$ cat src/rtl/lock_code_sender.sv
// Replays a programmed press code into a two-button lock, then watches unlock
// for a bounded window and reports pass/fail.
//   state   | meaning
//   S_IDLE  | waiting for start
//   S_PRESS | one-cycle button press of CODE[idx_q]
//   S_GAP   | idle cycles between presses
//   S_CHECK | watching unlock, timeout down-counter running
//   S_DONE  | one-cycle completion pulse
module lock_code_sender #(
    parameter int                  CODE_LEN = 5,
    parameter logic [CODE_LEN-1:0] CODE     = 5'b11010,
    parameter int                  GAP      = 2,
    parameter int                  TIMEOUT  = 4
) (
    input  logic clk_i,
    input  logic rst_ni,
    input  logic start_i,
    input  logic abort_i,
    input  logic unlock_i,
    output logic btn_0_o,
    output logic btn_1_o,
    output logic busy_o,
    output logic done_o,
    output logic pass_o
);

    localparam int IDX_W = ($clog2(CODE_LEN) > 1) ? $clog2(CODE_LEN) : 1;
    localparam int GAP_W = ($clog2(GAP + 1) > 1) ? $clog2(GAP + 1) : 1;
    localparam int TO_W  = ($clog2(TIMEOUT + 1) > 1) ? $clog2(TIMEOUT + 1) : 1;

    typedef enum logic [2:0] {
        S_IDLE,
        S_PRESS,
        S_GAP,
        S_CHECK,
        S_DONE
    } state_t;

    state_t             state_q, state_d;
    logic [IDX_W-1:0]   idx_q, idx_d;
    logic [GAP_W-1:0]   gap_q, gap_d;
    logic [TO_W-1:0]    to_q, to_d;
    logic               pass_q, pass_d;
    logic               cur_bit;

    always_ff @(posedge clk_i or negedge rst_ni) begin
        if (!rst_ni) begin
            state_q <= S_IDLE;
            idx_q   <= '0;
            gap_q   <= '0;
            to_q    <= '0;
            pass_q  <= 1'b0;
        end else begin
            state_q <= state_d;
            idx_q   <= idx_d;
            gap_q   <= gap_d;
            to_q    <= to_d;
            pass_q  <= pass_d;
        end
    end

    always_comb begin
        state_d = state_q;
        idx_d   = idx_q;
        gap_d   = gap_q;
        to_d    = to_q;
        pass_d  = pass_q;
        if (abort_i) begin
            state_d = S_IDLE;
            pass_d  = 1'b0;
        end else begin
            case (state_q)
                S_IDLE: begin
                    if (start_i) begin
                        idx_d   = IDX_W'(CODE_LEN - 1);
                        state_d = S_PRESS;
                    end
                end
                S_PRESS: begin
                    if (idx_q == '0) begin
                        to_d    = TO_W'(TIMEOUT);
                        state_d = S_CHECK;
                    end else begin
                        idx_d = idx_q - IDX_W'(1);
                        if (GAP == 0) begin
                            state_d = S_PRESS;
                        end else begin
                            gap_d   = GAP_W'(GAP);
                            state_d = S_GAP;
                        end
                    end
                end
                S_GAP: begin
                    if (gap_q <= GAP_W'(1)) begin
                        state_d = S_PRESS;
                    end else begin
                        gap_d = gap_q - GAP_W'(1);
                    end
                end
                S_CHECK: begin
                    // unlock beats timeout, so unlock on the last window cycle passes
                    if (unlock_i) begin
                        pass_d  = 1'b1;
                        state_d = S_DONE;
                    end else if (to_q <= TO_W'(1)) begin
                        pass_d  = 1'b0;
                        state_d = S_DONE;
                    end else begin
                        to_d = to_q - TO_W'(1);
                    end
                end
                S_DONE: begin
                    state_d = S_IDLE;
                end
                default: begin
                    state_d = S_IDLE;
                end
            endcase
        end
    end

    assign cur_bit = CODE[idx_q];
    assign btn_1_o = (state_q == S_PRESS) &  cur_bit;
    assign btn_0_o = (state_q == S_PRESS) & ~cur_bit;
    assign busy_o  = (state_q == S_PRESS) | (state_q == S_GAP) | (state_q == S_CHECK);
    assign done_o  = (state_q == S_DONE);
    assign pass_o  = pass_q;

endmodule

$ cat config.mk
export PLATFORM = sky130hd
export DESIGN_NAME = lock_code_sender
export DESIGN_NICKNAME = d
export VERILOG_FILES = /design/src/rtl/lock_code_sender.sv
export SDC_FILE = /design/constraint.sdc
export NUM_CORES = 1
export LEC_CHECK = 0
export BUFFER_PORTS_ARGS = -buffer_cell sky130_fd_sc_hd__buf_2
export CAP_MARGIN = 0
export CORE_UTILIZATION = 49
export DETAILED_ROUTE_END_ITERATION = 6
export PLACE_DENSITY_LB_ADDON = 0.1
export SYNTH_ARGS = -nofsm -noshare
export SYNTH_HDL_FRONTEND = slang
export SYNTH_SLANG_ARGS = --single-unit
$ cat constraint.sdc
create_clock -name clk_i -period 1.6 [get_ports clk_i]
set_clock_uncertainty 0.1 [all_clocks]
set_input_delay 0.24 -clock clk_i [delete_from_list [all_inputs] [get_ports clk_i]]
set_output_delay 0.24 -clock clk_i [all_outputs]
set_load 0.02 [all_outputs]
==> results by group <==
Placed design
  – Dpl hpwl: 1.14 mm
  – Placer Congestion: 0.798
  – Placed Cells: 112
  – Port buffer count: 9
  – Pre-CTS WS: -0.0597 ns

Worst setup path
  – Critical R2R Launch: state_q[2]$_DFFE_PN0P_
  – Critical register-to-register path endpoint: to_q[0]$_DFFE_PN0P_
  – Startpoint class of the critical path: register
  – Critical path fanouts, max: 4
  – Reg2Reg Setup Slack: -0.05 ns
  – WP data arrival: 1.38 ns
  – CP endpoint kind: output port
  – Worst Setup SP: state_q[1]$_DFFE_PN0P_
  – Data required, critical path: around 1.3 ns
  – R2R depth: 5
  – Crit Path Class: reg -> out

Layout
  – Area Growth Syn to Fin: 45.1%
  – # diodes: 0
  – Post-route insts no fill: about 120
  – Most common cell after layout, fill and taps aside: buf_4
  – Most frequent cells in the layout: buf_4 (24), dfrtp_1 (11), nor2_1 (7)
  – Final nets: 120
  – Layout cell share with drive strength beyond 1: 0.486

Power
  – Worst VDD drop: 0.971 mV
  – Cell area power density: 1640 nW/um^2
  – Leakage: 0.507 nW

Global route
  – Overflow after GRT: 0
  – Total track usage: 0.247
  – Vias in the first global route: 563
  – Initial antenna violation count: 0
  – Largest net degree at the start of global routing: 13
  – First-pass GRT wire length: about 2.6 mm

CTS
  – Clock tree buffer depth: 2
  – TritonCTS buffer count: 3
  – Clock slew at reported path FFs: 0.09 ns
  – H-tree levels: 1
  – Clock Sinks: 12
  – Worst-Skew Late Latency: between 0.2 and 0.3 ns
  – CTS tree: yes
  – Root Driver: clkbuf_4

Worst hold path
  – Hold_sp: unlock_i
  – Hold/Removal Path Class: in -> reg
  – Worst hold path depth: 3
  – Worst Hold Endpoint: pass_o$_DFFE_PN0P_

Die
  – CORE AREA: 1350 sq um
  – # rows: 13
  – IO Pins: 10
  – Die W: roughly 41 um
  – Die height: between 40 and 50 um
  – Die Footprint: 1660 sq um
  – Initial Util: 0.544

Outcome
  – Failing checks: negative setup slack
  – Status: complete, but fails checks

Route
  – Via/cell ratio: 5.56
  – Vias: 689
  – WL/cell: 14.8 um
  – Drt initial violations: 8
  – DR pass1 iterations: 4
  – Detail Route Antenna Nets: 0
  – Total detailed-routing wirelength: 1.83 mm
  – DRC viols: 0

Synthesis
  – Main synth FF type: dfrtp_1
  – Post-synthesis net count: 86
  – Number of synthesized register bits: 12
  – Synthesized area: 734 sq um
  – Post-Syn Instances: 76
  – Avg Cell Area, Syn: 9.66 sq um
  – Seq/Total Area, Yosys: 0.409
  – Async SR Flop Fraction: 1.00
  – EDFF count, synth: 0
  – Yosys warning total: 0
  – Synth unique cells: 33

Timing
  – Period utilization: 1.07
  – Fin crit period: ~1.7 ns
  – Maximum clock rate: 0.582 GHz
  – Slew headroom: 0.801
  – Final WS setup: -0.117 ns
  – Final Hold Violating Endpoints: 0
  – Unrepaired setup endpoints after global routing: true
  – Fin. max-slew vios: 0
  – Measured slew at the worst slew-check pin: 0.295 ns
  – Setup-failing EPs final: 5

Run
  – Max Cap Viol: 0
[worst max-delay path, cell delays in order (launching register included)]
cell and delay [ns]:
dfrtp_1 0.39, or3b_4 0.43, nor3_2 0.11, buf_4 0.16
[registers in the layout (all words and copies together), names as in the netlist]
name and flops:
gap_q 2, pass_o 1, state_q 3, to_q 3
idx_q 3
[how the worst max path moves through the flow]
stage          slack [ns]  cells after the start              endpoint
2_1_floorplan        0.02                      5  gap_q[0]$_DFFE_PN0P_
4_1_cts             -0.12                      3               btn_0_o
3_3_place_gp        -0.06                      4   to_q[1]$_DFFE_PN0P_
5_1_grt             -0.17                      3               btn_0_o
3_5_place_dp        -0.06                      4   to_q[1]$_DFFE_PN0P_
6_report            -0.12                      3               btn_0_o
[Yosys cell counts, types with 2 or more instances]
cell type	number	area share
dfrtp_1	12	0.41
nand3_1	2	0.014
nand2_1	3	0.015
nor2_1	8	0.041
inv_1	7	0.036
o22ai_1	2	0.017
o21ai_0	3	0.020
or2_1	2	0.017
mux2i_1	3	0.041
ha_1	5	0.085
nor3_1	4	0.027
buf_6	2	0.031
a21oi_1	3	0.020
[logic make-up (layout without fill, tap and decap cells)]
group / Yosys count / count (layout) / synth area share
simple gates: 27 / 27 / 0.213
compound gates: 18 / 18 / 0.164
fa+ha+maj: 5 / 5 / 0.0852
mux: 4 / 4 / 0.0562
buf+inv: 10 / 43 / 0.0733
flops: 12 / 12 / 0.409
[power by group]
part	switching (W)	internal (W)	total, W
Combinational	0.000469	0.000535	0.00100
Clock	0.000117	0.000138	0.000256
Sequential	0.0000781	0.000413	0.000491
Total	0.000665	0.00109	0.00175
[stage by stage]
step | utilization | setup TNS, ns | hold slack [ns] | power (W) | cell area (sq um)
after floorplan | - | 0 | -0.156 | 0.000967 | 739
after global placement | 0.658 | -0.135 | 0.0338 | 0.00123 | 888
after detailed placement | 0.658 | -0.196 | 0.0382 | 0.00126 | 888
after CTS | 0.756 | -0.344 | 0.125 | 0.00162 | 1020
after global routing | 0.790 | -0.825 | 0.125 | 0.00189 | 1070
final | 0.790 | -0.297 | 0.137 | 0.00175 | 1070
[layout make-up]
class                      instances  area [sq um]
timing repair buffer              32           238
clock buffer                       4          36.3
inverter                           7          26.3
fill                              88           284
tap                               15          18.8
sequential                        12           302
multi-input combinational         54           445
[timing repair]
item,in CTS,in global routing
resized for setup,12,10
setup endpoints to repair,7,13
endpoints found under the hold margin,12,0
buffers inserted,6,1
pin swaps,5,6
hold buffers,1,0
[metal layers]
layer / global-route usage / wire, um / part of all wire / vias up
li1: - / - / - / 335
met1: 0.346 / 842 / 0.46 / 325
met2: 0.369 / 898 / 0.49 / 27
met3: 0.0652 / 83 / 0.045 / 2
met4: 0.0750 / 5 / 0.0027 / 0
met5: 0 / 0 / 0 / -
Note: power is estimated with default switching activity, not from simulation.
